==> config.mk <==
export PLATFORM = sky130hd
export DESIGN_NAME = crc24_framer
export DESIGN_NICKNAME = d
export VERILOG_FILES = /design/src/rtl/crc24_framer.sv
export SDC_FILE = /design/constraint.sdc
export NUM_CORES = 1
export LEC_CHECK = 0
export ABC_AREA = 1
export CORE_MARGIN = 1.5
export CORE_UTILIZATION = 35
export CTS_CLUSTER_DIAMETER = 50
export DETAILED_ROUTE_END_ITERATION = 6
export GPL_TIMING_DRIVEN = 0
export HOLD_SLACK_MARGIN = 0.15
export PLACE_DENSITY_LB_ADDON = 0.12
export SYNTH_ARGS = -nofsm -noshare
export SYNTH_HDL_FRONTEND = slang
export SYNTH_SLANG_ARGS = --single-unit
==> constraint.sdc <==
create_clock -name clk -period 1.7 [get_ports clk]
set_input_delay 0.17 -clock clk [delete_from_list [all_inputs] [get_ports clk]]
set_output_delay 0.17 -clock clk [all_outputs]
set_load 0.05 [all_outputs]
==> src/rtl/crc24_framer.sv <==
// CRC-24A block framer.
// Accepts a serial payload, forwards it one cycle later, then appends the
// 24-bit CRC MSB first, and holds the block open until the interleaver
// reports done.
//
// Handshake: a payload bit is consumed on a rising edge where
// in_valid & in_ready are both high; out_valid marks each cycle in which
// out_data carries a block bit. There is no backpressure on the output side.
module crc24_framer #(
   parameter int          SMALL_K = 1056,
   parameter int          LARGE_K = 6144,
   parameter logic [23:0] POLY    = 24'h864CFB
) (
   input  logic       clk,
   input  logic       reset,
   input  logic       go,
   input  logic       size_sel,
   input  logic       in_valid,
   input  logic       in_data,
   output logic       in_ready,
   output logic       crc_start,
   output logic       block_size,
   output logic       out_valid,
   output logic       out_data,
   output logic       crc_end,
   input  logic       intl_done,
   output logic       busy,
   output logic [2:0] state_dbg
);

   // Payload length (in bits) for each block size.
   localparam logic [12:0] SMALL_LIM = 13'(SMALL_K - 24);
   localparam logic [12:0] LARGE_LIM = 13'(LARGE_K - 24);

   typedef enum logic [2:0] {
      S_IDLE      = 3'd0,
      S_START     = 3'd1,
      S_PAYLOAD   = 3'd2,
      S_CRC       = 3'd3,
      S_WAIT_DONE = 3'd4
   } state_t;

   state_t      state;
   state_t      state_nxt;
   logic [23:0] crc_q;
   logic [12:0] cnt_q;
   logic [12:0] cnt_inc;
   logic [12:0] limit;
   logic        accept;
   logic        last_payload;
   logic        fb;
   logic [23:0] crc_upd;
   logic        block_size_q;
   logic        out_valid_q;
   logic        out_data_q;
   logic        crc_end_q;

   assign limit        = block_size_q ? LARGE_LIM : SMALL_LIM;
   assign cnt_inc      = cnt_q + 13'd1;
   assign accept       = in_valid & in_ready;
   assign last_payload = accept && (cnt_inc == limit);
   assign fb           = crc_q[23] ^ in_data;
   assign crc_upd      = {crc_q[22:0], 1'b0} ^ (fb ? POLY : 24'd0);

   assign block_size = block_size_q;
   assign out_valid  = out_valid_q;
   assign out_data   = out_data_q;
   assign crc_end    = crc_end_q;
   assign state_dbg  = state;

   // State register; reset drops straight back to IDLE.
   always_ff @(posedge clk or posedge reset) begin
      if (reset) state <= S_IDLE;
      else       state <= state_nxt;
   end

   // Next-state decode and state-derived control outputs.
   // CRC occupies 25 cycles: the first one drains the last payload bit from
   // the output register while the first CRC bit is loaded behind it.
   always_comb begin
      state_nxt = state;
      in_ready  = 1'b0;
      crc_start = 1'b0;
      busy      = 1'b1;
      case (state)
         S_IDLE: begin
            busy = 1'b0;
            if (go) state_nxt = S_START;
         end
         S_START: begin
            crc_start = 1'b1;
            state_nxt = S_PAYLOAD;
         end
         S_PAYLOAD: begin
            in_ready = 1'b1;
            if (last_payload) state_nxt = S_CRC;
         end
         S_CRC: begin
            if (cnt_q == 13'd24) state_nxt = S_WAIT_DONE;
         end
         S_WAIT_DONE: begin
            if (intl_done) state_nxt = S_IDLE;
         end
         default: begin
            state_nxt = S_IDLE;
         end
      endcase
   end

   // Datapath: size latch, CRC register, bit counter and registered output bit.
   always_ff @(posedge clk or posedge reset) begin
      if (reset) begin
         block_size_q <= 1'b0;
         crc_q        <= 24'd0;
         cnt_q        <= 13'd0;
         out_valid_q  <= 1'b0;
         out_data_q   <= 1'b0;
         crc_end_q    <= 1'b0;
      end else begin
         out_valid_q <= 1'b0;
         out_data_q  <= 1'b0;
         crc_end_q   <= 1'b0;
         case (state)
            S_IDLE: begin
               if (go) begin
                  block_size_q <= size_sel;
                  crc_q        <= 24'd0;
                  cnt_q        <= 13'd0;
               end
            end
            S_PAYLOAD: begin
               if (accept) begin
                  out_valid_q <= 1'b1;
                  out_data_q  <= in_data;
                  crc_q       <= crc_upd;
                  // The counter is reused to pace the CRC bits.
                  cnt_q       <= last_payload ? 13'd0 : cnt_inc;
               end
            end
            S_CRC: begin
               if (cnt_q < 13'd24) begin
                  out_valid_q <= 1'b1;
                  out_data_q  <= crc_q[23];
                  crc_q       <= {crc_q[22:0], 1'b0};
                  crc_end_q   <= (cnt_q == 13'd23);
                  cnt_q       <= cnt_inc;
               end
            end
            default: begin
            end
         endcase
      end
   end

endmodule
Yosys cells after proc, flatten, opt, wreduce, memory -nomap -nowiden
Index checks and enable logic that the tools add are counted.

word-level totals
  bits in registers = 44
  input port bits = 7
  output and inout bits = 10

cells by class
  add/sub/neg operators = 1
  order comparisons = 1
  equal/unequal tests = 13
  multiplexer cells = 27
  bitwise logic cells = 3
  reductions and logical operators = 6

operators by type and width
  kind                                                                    count
  24-bit 2-to-1 mux                                                       4
  24-bit one-hot mux with 3 select lines                                  1
  13-bit 2-to-1 mux                                                       5
  13-bit one-hot mux with 3 select lines                                  1
  13-bit by 5-bit equality test with 1-bit output, second input constant  2
  24-bit bitwise XOR                                                      1
  3-bit one-hot mux with 5 select lines                                   1
  13-bit by 1-bit adder with 13-bit output, second input constant         1
  13-bit equality test                                                    1
  13-bit by 5-bit < comparator with 1-bit output, second input constant   1
  3-bit 2-to-1 mux                                                        4
  2-bit inequality test, second input constant                            6
  1-bit 2-to-1 mux                                                        9
  4-bit AND reduction                                                     2
  3-bit by 2-bit equality test with 1-bit output, second input constant   2
  1-bit one-hot mux with 2 select lines                                   2
  3-bit by 1-bit equality test with 1-bit output, second input constant   1
  3-bit equality test, second input constant                              1
  3-bit zero test                                                         1
  3-bit nonzero test                                                      1
  2-bit AND reduction                                                     1
  1-bit bitwise AND                                                       1
  1-bit logical AND                                                       1
  1-bit bitwise XOR                                                       1

Depth between registers and ports, before layout
Gate-level depths: netlist (run 1).

  word-level depth = 7
  depth in mapped cells = 15
  gate-level depth less buffers = 15

Worst setup path before layout (run 1)
Ideal clock, no wire load.

  path type = reg-to-reg
  start = reg state[2], in the netlist state_dbg[2]
  end = reg cnt_q[0]
  library setup time = 66 ps
  arrival = 2178 ps
  data required time = 1634 ps
  slack = -544 ps
  stages on the path, launching flop included = 10
  buffers on the path = 1
  cells stage by stage = dfrtp_1 > nor2_2 > nand2_1 > or2_1 > o21ai_0 > a21oi_1 > nand2_1 > clkbuf_1 > nand2_1 > nand2_1

on the way
  word-level cells in the longest chain between the ends = 7
  elaborated cells between the ends (all ways) = 14

ends and longest elaborated chain
  element                                         RTL line  RTL
  start, declared                                 43        state_t state;
  start signal, assigned                          74        else state <= state_nxt;
  3-bit by 2-bit equality test with 1-bit output  85, 123
  1-bit 2-to-1 mux                                85        case (state)
  1-bit bitwise AND                               60        assign accept = in_valid & in_ready;
  1-bit logical AND                               61        assign last_payload = accept && (cnt_inc == limit);
  13-bit 2-to-1 mux                               137       cnt_q <= last_payload ? 13'd0 : cnt_inc;
  13-bit 2-to-1 mux                               132       if (accept) begin
  13-bit one-hot mux with 3 select lines          123       case (state)
  end signal, assigned                            137
  end signal, assigned                            146       cnt_q <= cnt_inc;
  end, declared                                   46        logic [12:0] cnt_q;

Parallel ways exist; a longest one is shown, timed or not. The select of a mux whose other input is x is not followed.
A chain may end at the register's enable or synchronous reset.

Worst setup path after layout (run 1)
  start = reg cnt_q[0]
  end = reg cnt_q[1]

on the way
  word-level cells in the longest chain between the ends = 6
  elaborated cells between the ends (all ways) = 10

ends and longest elaborated chain
  element                                   RTL line  RTL
  13-bit by 1-bit adder with 13-bit output  59        assign cnt_inc = cnt_q + 13'd1;
  13-bit equality test                      61
  1-bit logical AND                         61
  13-bit 2-to-1 mux                         137
  13-bit 2-to-1 mux                         132
  13-bit one-hot mux with 3 select lines    123

Parallel ways exist; a longest one is shown, timed or not. The select of a mux whose other input is x is not followed.

==> impl_results.md, run 1 <==
* Status: complete, but fails checks
* Failing checks: DRC, setup timing
* WL/cell at 13.5 um
* Number of distinct library cells after synthesis at 29
* Placeable Area at 6460 um^2
* GRT Residual Overflow at 0
* Leakage at 0.00161 uW
* Antenna Nets Post-Route at 0
* WP data required at 1900 ps
* Post-synthesis cell area at 2370 um^2
* Share of cells above drive strength 1 at 33.2%
* Worst Tran Pin Value at 504 ps
* Max-slew headroom at 66.4%
* Arrival @ worst endpoint at 2080 ps
* Worst Hold End: block_size$_DFFE_PP0P_
* 1st-iter DRT viols at 110
* Number of remaining DRC errors at 3
* Worst path cell trace: ha_4 > nand2_4 > nor2_4 > nand3_2 > nand2_4 > nand2_4 > nor2_4 > nand3_2 > nand2_2 > nand3_2 > nand2_4 > nand2_8 > nand2_2 > nand2_1
* Die W at 85.3 um
* P per Cell Area at 639 nW/um^2
* Tcrit/Tclk final at 111%
* Worst r2r dst: cnt_q[1]$_DFFE_PP0P_
* Syn Area/Cell at 8.01 um^2
* Post-route setup TNS at -2080 ps
* Syn-to-layout area delta at 32.3%
* EDFF count, synth at 0
* Vias in the first global route at 2013
* IO buf count at 16
* Clock skew at 10.4 ps
* Crit path buf inv count at 0
* CTS Buffer Depth at 2
* Hold path startpoint: size_sel
* Seq cells post-synth at 44
* Clock-pin slew of the registers on the worst-case setup and hold paths at 90 ps
* Hold depth at 3
* Final setup fails at 17
* Register area share after synthesis at 46.4%
* Post-Route Hold Slack at 435 ps
* Root Buffer: clkbuf_8
* Num rows at 29
* TritonRoute pass-1 iters at 6
* FMAX at 531 MHz
* Final worst slack at -183 ps
* Worst r2r path cells at 14
* Die area at 7280 um^2
* Routed WL at 5.61 mm
* Setup crit start kind: register
* Initial antenna violation count at 0
* H-tree Lvls at 2
* Skew-Pair Late Insertion Delay at 300 ps
* Final count of pins violating max slew at 0
* Gpl congestion at 0.782
* RSZ-0062 raised after global routing: yes
* Die H at 85.3 um
* Max-Cap Viols at 0
* First-pass GRT wire length at 9.65 mm
* Vias/cell at 4.85
* Largest net degree at the start of global routing at 36
* R2R Setup Slk at -180 ps
* Synth warn at 0
* CP delay by family, top: simple AND/OR/NAND/NOR gates
* Gate Count Post-Synth at 296
* CP Max Fanout at 5
* Final net count at 349
* CP max stage cell: dfrtp_2
* Crit path time final at 1880 ps
* Crit path kind: register to register
* Final Hold Vio Count at 0
* Num CTS Buffers at 5
* HP Class: input pin to register
* Via count at 2023
* Syn Nets at 306
* Ys flop type: dfrtp_1
* GRT Overall Usage at 17.0%
* Peak VDD IR at 0.355 mV
* Clk sink count at 44
* Critical path's largest stage delay at 420 ps
* CP endpoint kind: register
* Pre-CTS WS at -398 ps
* CP most frequent cell: nand2_4
* CTS tree: built
* Asr flop ratio synth at 100%
* N_diodes at 0
* Post-DP HPWL at 3.58 mm
* Boundary pin count at 17
* Initial Utilization at 36.7%
* Reg2Reg Launch Point: cnt_q[0]$_DFFE_PP0P_
[flip-flops by register name, summed over array words and instances, names as in the netlist]
| signal | cells |
|---|---|
| crc_q | 24 |
| cnt_q | 13 |
| state_dbg | 3 |
| block_size | 1 |
| crc_end | 1 |
| out_data | 1 |
| out_valid | 1 |
[tightest hold or removal path: cells and delay by family]
kind	cells	cell delay, ps
buffers and inverters	1	390
and+or+nand+nor	1	100
AOI/OAI and AO/OA	1	40
[area by class of cell]
| class | count | area [um^2] |
|---|---|---|
| Fill cell | 635 | 3320 |
| Multi-Input combinational cell | 201 | 1260 |
| Sequential cell | 44 | 1110 |
| Timing Repair Buffer | 35 | 313 |
| Inverter | 44 | 165 |
| Tap cell | 77 | 96.3 |
| Clock buffer | 6 | 82.6 |
| Buffer | 8 | 70.1 |
| Clock inverter | 2 | 38.8 |
[cells in the mapped netlist, types with 6 or more instances]
cell type | instances | share of area, %
nand2_1 | 72 | 11
dfrtp_1 | 44 | 46
inv_1 | 39 | 6.2
nor2_1 | 23 | 3.6
o21ai_0 | 16 | 3.4
xor2_1 | 15 | 5.5
nand3_1 | 14 | 3.0
nand2_2 | 12 | 3.2
o22ai_1 | 12 | 3.2
buf_2 | 6 | 1.3
[power by group]
group / internal, uW / switching (uW)
logic: 26.2 / 32.0
clock network: 482 / 407
registers: 1050 / 5.38
total: 1560 / 444
[kinds of logic (layout without fill, tap and decap cells)]
family | count (synthesis) | after routing | synth area share [%]
flip-flops | 44 | 44 | 46.4
adder cells (fa/ha/maj) | 3 | 3 | 1.58
AND/OR/NAND/NOR | 142 | 143 | 28.3
AO/OA/AOI/OAI | 39 | 39 | 9.23
XOR/XNOR | 16 | 16 | 5.91
buffers and inverters | 52 | 95 | 8.54
[per-stage QoR]
stage	util (%)	instance area (um^2)	std cells	power [uW]
3_3_place_gp	41.5	2680	389	1130
5_1_grt	48.6	3140	417	2070
4_1_cts	46.1	2980	410	2030
6_report	48.6	3140	417	2010
2_1_floorplan	-	2420	296	1110
3_5_place_dp	41.8	2700	390	1140
[worst max-delay path by stage]
stage                                        start                       end  slack [ps]  cells past startpoint
after CTS                     cnt_q[0]$_DFFE_PP0P_      cnt_q[9]$_DFFE_PP0P_        -170                     14
after detailed placement     cnt_q[11]$_DFFE_PP0P_      crc_q[3]$_DFFE_PP0P_        -400                      8
after global placement                       reset  state_dbg[2]$_DFFE_PP0P_        -670                      2
after floorplan           state_dbg[0]$_DFFE_PP0P_      cnt_q[0]$_DFFE_PP0P_         -70                     12
final                         cnt_q[0]$_DFFE_PP0P_      cnt_q[1]$_DFFE_PP0P_        -180                     14
after global routing          cnt_q[0]$_DFFE_PP0P_      cnt_q[8]$_DFFE_PP0P_        -320                     14
[routing by layer]
metal  vias up  part of all wire [%]  GRT usage, %
met1       959                    49          23.2
met5         -                     0             0
met2        34                    46          27.2
met3         5                   3.6          3.11
met4         0                   1.4          5.72
li1       1025                     -             -
[layout by cell type, fill, tap and decap left out, types with 2 or more instances in the layout]
master / count
o22ai_1: 11
nor2_4: 7
nand3_2: 4
inv_1: 36
nand2_2: 26
dfrtp_1: 33
nor2_2: 6
buf_6: 2
nor3_2: 2
buf_4: 19
dlygate4sd2_1: 3
clkbuf_8: 6
o21ai_1: 7
nand4_1: 4
nand2_4: 7
dfrtp_2: 11
xor2_1: 15
nand2_1: 54
clkbuf_2: 2
o21ai_0: 12
clkdlybuf4s50_1: 9
nand3_1: 11
nor2_1: 16
inv_2: 7
ha_1: 2
a21oi_1: 3
[what timing repair did]
item                                   4_1_cts  5_1_grt
gates cloned                                 1        0
gates resized for setup                     28       47
pin swaps                                    6       15
endpoints found under the hold margin        9        0
hold buffers                                 1        0
setup endpoints to repair                   45       44
buffers inserted                            10        7
(Power assumes the default switching activity.)
==> run 2, diff against run 1 <==
--- a/config.mk
+++ b/config.mk
@@ -7,7 +7,7 @@
 export LEC_CHECK = 0
 export ABC_AREA = 1
 export CORE_MARGIN = 1.5
-export CORE_UTILIZATION = 35
+export CORE_UTILIZATION = 25
 export CTS_CLUSTER_DIAMETER = 50
 export DETAILED_ROUTE_END_ITERATION = 6
 export GPL_TIMING_DRIVEN = 0
==> impl_results.md, run 2 (synthesis gave the netlist of run 1 again) <==
* Worst r2r path cells at 14
* Routed WL at 5.91 mm
* Final Hold Vio Count at 0
* Leading cell type in the layout, fill and taps excluded: nand2_1
* Status: complete, but fails checks
* Die H at 100 um
* Boundary pin count at 17
* Number of remaining DRC errors at 0
* Final total power at 2000 uW
* Max FFs per register at 24
* Peak VDD IR at 0.303 mV
* Crit path time final at 1910 ps
* Final count of pins violating max slew at 0
* CP Max Fanout at 5
* Placeable Area at 9240 um^2
* Vias/cell at 4.20
* Die area at 10100 um^2
* Leakage at 0.00168 uW
* 1st-iter DRT viols at 81
* Via count at 1977
* CTS tree: built
* FMAX at 522 MHz
* Num CTS Buffers at 5
* Worst r2r dst: cnt_q[0]$_DFFE_PP0P_
* N_diodes at 0
* Final net count at 351
* R2R Setup Slk at -210 ps
* P per Cell Area at 599 nW/um^2
* Root Buffer: clkbuf_8
* Syn-to-layout area delta at 41.1%
* Antenna Nets Post-Route at 0
* Clk sink count at 44
* Tcrit/Tclk final at 113%
* Commonest cells after routing, fill and taps aside: nand2_1, dfrtp_1, inv_1
* Max-slew headroom at 66.4%
* Max-Cap Viols at 0
* Share of cells above drive strength 1 at 34.2%
* Clock skew at 7.10 ps
* Setup crit start kind: register
* Gpl congestion at 0.791
* RSZ-0062 raised after global routing: yes
* Largest net degree at the start of global routing at 35
* WL/cell at 12.6 um
* GRT Residual Overflow at 0
* TritonRoute pass-1 iters at 4
* HP Class: input pin to register
* Reg2Reg Launch Point: cnt_q[0]$_DFFE_PP0P_
* Post-DP HPWL at 3.83 mm
* Final worst slack at -215 ps
* Skew-Pair Late Insertion Delay at 300 ps
* Vias in the first global route at 1878
* Failing checks: setup timing
* CTS Buffer Depth at 2
* WP data required at 1900 ps
* Biggest register: crc_q
* Post-route setup TNS at -3400 ps
* Final setup fails at 34
* Final Util at 36.2%
* Critical path capture point: cnt_q[0]$_DFFE_PP0P_
* First-pass GRT wire length at 9.43 mm
* Clock-pin slew of the registers on the worst-case setup and hold paths at 90 ps
* Post-Route Hold Slack at 466 ps
* IO buf count at 16
* H-tree Lvls at 2
* GRT Overall Usage at 12.0%
* Num rows at 35
* CP endpoint kind: register
* Crit path kind: register to register
* CP Launch Point: cnt_q[0]$_DFFE_PP0P_
* Arrival @ worst endpoint at 2110 ps
* Initial antenna violation count at 0
* Pre-CTS WS at -397 ps
* Die W at 100 um
* Worst Tran Pin Value at 503 ps
* Initial Utilization at 25.7%
-- run 2: cell count changes in the layout (fill, tap and decap cells not counted), sizes merged --
cell,previous run,this run
clkbuf,9,10
clkdlybuf4s15,2,0
dlymetal6s2s,1,2
buf,24,26
-- run 2: critical path, cell delays in order, from the launching register on --
cell	delay (ps)
dfrtp_2	430
ha_4	180
nand2_4	60
nor2_4	150
nand3_2	90
nand2_2	100
nand2_1	50
nor2_1	90
nand3_1	110
nand2_1	90
nand3_2	90
nand2_4	140
nand2_4	110
nand2_2	80
nand2_1	40
-- run 2: through the flow --
step                instance area, um^2  instances
finish                             3350        471
detailed placement                 2760        442
floorplan                          2420        296
global placement                   2740        441
global route                       3350        471
CTS                                3030        461
-- run 2: repair_timing --
action                                  in CTS  in global routing
endpoints found under the setup margin      43                 43
resized for setup                           26                 70
pin swaps                                    5                  6
gates cloned                                 0                  3
hold buffers                                 1                  0
setup buffers                               10                  7
hold endpoints to repair                    10                  0
-- run 2: area by class of cell --
cell class                      instances  area (um^2)
Inverter                               44          175
Fill cell                             935         5890
Tap cell                              129          161
Clock inverter                          2         38.8
Sequential cell                        44         1110
Multi-Input combinational cell        201         1320
Clock buffer                            6         82.6
Timing Repair Buffer                   37          379
Buffer                                  8         83.8
-- run 2: per-layer routing --
metal	part of all wire [%]	track usage (%)
met5	0	0
met4	1.2	4.12
met3	1.9	2.02
met2	46	18.8
met1	51	16.6
-- run 2: how the worst min path moves through the flow --
stage,start,to,cells after the start
3_3_place_gp,crc_q[13]$_DFFE_PP0P_,crc_q[13]$_DFFE_PP0P_,2
6_report,size_sel,block_size$_DFFE_PP0P_,3
3_5_place_dp,reset,cnt_q[0]$_DFFE_PP0P_,2
4_1_cts,size_sel,block_size$_DFFE_PP0P_,3
5_1_grt,size_sel,block_size$_DFFE_PP0P_,3
2_1_floorplan,in_data,out_data$_DFF_PP0_,2
-- run 2: power breakdown --
group / switching, uW / internal, uW / total, uW
logic: 34.9 / 29.1 / 64.0
registers: 7.77 / 1050 / 1060
clock network: 398 / 482 / 879
total: 440 / 1560 / 2000
==> run 3, diff against run 2 <==
--- a/config.mk
+++ b/config.mk
@@ -10,6 +10,7 @@
 export CORE_UTILIZATION = 25
 export CTS_CLUSTER_DIAMETER = 50
 export DETAILED_ROUTE_END_ITERATION = 6
+export DONT_BUFFER_PORTS = 1
 export GPL_TIMING_DRIVEN = 0
 export HOLD_SLACK_MARGIN = 0.15
 export PLACE_DENSITY_LB_ADDON = 0.12
==> impl_results.md, run 3 (synthesis gave the netlist of run 1 again) <==
* Max-slew headroom at 65.6%
* Syn-to-layout area delta at 34.3%
* Vias/cell at 4.24
* Final worst slack at -273 ps
* Root Buffer: clkbuf_8
* Antenna Nets Post-Route at 0
* FMAX at 507 MHz
* Die W at 100 um
* P per Cell Area at 556 nW/um^2
* First-pass GRT wire length at 9.52 mm
* Largest net degree at the start of global routing at 31
* Met3 Wirelength at 131 um
* RSZ-0062 raised after global routing: yes
* TritonRoute pass-1 iters at 4
* Crit path kind: register to register
* Tcrit/Tclk final at 116%
* Commonest cells after routing, fill and taps aside: nand2_1, inv_1, dfrtp_1
* Critical path's largest stage delay at 590 ps
* Leakage at 0.00159 uW
* Vias in the first global route at 1950
* Crit path time final at 1970 ps
* H-tree Lvls at 2
* Worst Tran Pin Value at 516 ps
* Met1 wire length at 3.00 mm
* R2R Setup Slk at -270 ps
* CP most frequent cell: nand2_1
* 1st-iter DRT viols at 76
* CTS Buffer Depth at 2
* Share of cells above drive strength 1 at 34.8%
* Final Hold Vio Count at 0
* Top Metal Used: met4
* Via count at 1946
* Final setup fails at 41
* Clock skew at 2.85 ps
* Leading cell type in the layout, fill and taps excluded: nand2_1
* Arrival @ worst endpoint at 2210 ps
* CTS tree: built
* CP Max Fanout at 10
* Clk sink count at 44
* IO buf count at 0
* WL/cell at 12.8 um
* Failing checks: setup timing
* Skew-Pair Late Insertion Delay at 300 ps
* Final count of pins violating max slew at 0
* GRT Overall Usage at 12.1%
* Placeable Area at 9240 um^2
* WP data required at 1940 ps
* CP endpoint kind: register
* Status: complete, but fails checks
* Die area at 10100 um^2
* Biggest register: crc_q
* Routed WL at 5.89 mm
* Clock-pin slew of the registers on the worst-case setup and hold paths at 90 ps
* Gpl congestion at 0.771
* Setup crit start kind: register
* Peak VDD IR at 0.306 mV
* N_diodes at 0
* Num rows at 35
* Boundary pin count at 17
* Met2 Routed Length at 2.68 mm
* Number of remaining DRC errors at 0
* Post-DP HPWL at 3.92 mm
* Final net count at 340
* CP max stage cell: dfrtp_4
* Max FFs per register at 24
* Initial Utilization at 25.7%
* Worst path cell trace: nor2_4 > buf_6 > nand2_8 > or2_1 > o21ai_0 > a21oi_1 > nand2_2 > clkbuf_8 > nand2_1 > nand2_1
* Die H at 100 um
* Pre-CTS WS at -551 ps
* Max-Cap Viols at 0
* Initial antenna violation count at 0
* Post-Route Hold Slack at 262 ps
* Num CTS Buffers at 5
* GRT Residual Overflow at 0
* HP Class: input pin to register
run 3: area by class of cell:
type	instances	area, um^2
plain buffers	8	81.3
clock buffers	5	68.8
fillers	978	6050
flip-flops and latches	44	1120
multi-input cells	201	1340
clock inverters	2	12.5
well taps	129	161
inverters	44	170
repair buffers	26	235
run 3: path summary, 6_finish.rpt:
check,from,cells past startpoint,to
max,state_dbg[0]$_DFFE_PP0P_,10,cnt_q[1]$_DFFE_PP0P_
min,go,3,state_dbg[1]$_DFFE_PP0P_
max reg2reg,state_dbg[0]$_DFFE_PP0P_,10,cnt_q[1]$_DFFE_PP0P_
max in group asynchronous,reset,3,state_dbg[0]$_DFFE_PP0P_
min in group asynchronous,reset,2,crc_q[3]$_DFFE_PP0P_
min reg2reg,crc_q[22]$_DFFE_PP0P_,2,crc_q[22]$_DFFE_PP0P_
run 3: what timing repair did:
| item | CTS | global route |
|---|---|---|
| gates cloned | 1 | 0 |
| resized for setup | 31 | 42 |
| setup endpoints to repair | 43 | 43 |
| pin swaps | 9 | 20 |
| setup buffers | 16 | 4 |
| hold buffers | 5 | 0 |
| hold endpoints to repair | 47 | 0 |
run 3: critical path: cells and delay by family (launching register included):
family | cells | cell delay [ps]
AOI/OAI and AO/OA | 2 | 150
buffers and inverters | 2 | 350
DFF | 1 | 590
and+or+nand+nor | 6 | 820
run 3: report_power, final:
group | total [uW] | switching, uW | internal [uW]
Sequential | 1060 | 5.74 | 1050
Combinational | 51.0 | 31.1 | 19.9
Clock | 662 | 382 | 279
run 3: metrics by stage:
step	area, um^2	cells	util, %	power (uW)	TNS [ps]
4_1_cts	2990	455	32.4	1810	-10400
6_report	3190	459	34.5	1770	-9820
5_1_grt	3190	459	34.5	1860	-13890
2_1_floorplan	2420	296	-	1110	-855
3_5_place_dp	2600	426	28.2	1120	-17110
3_3_place_gp	2580	425	28.0	1120	-24700
run 3: per-layer routing:
layer	track usage (%)	vias up
met1	16.7	921
met4	3.90	0
met5	0	-
met3	1.74	4
met2	19.6	21
li1	-	1000
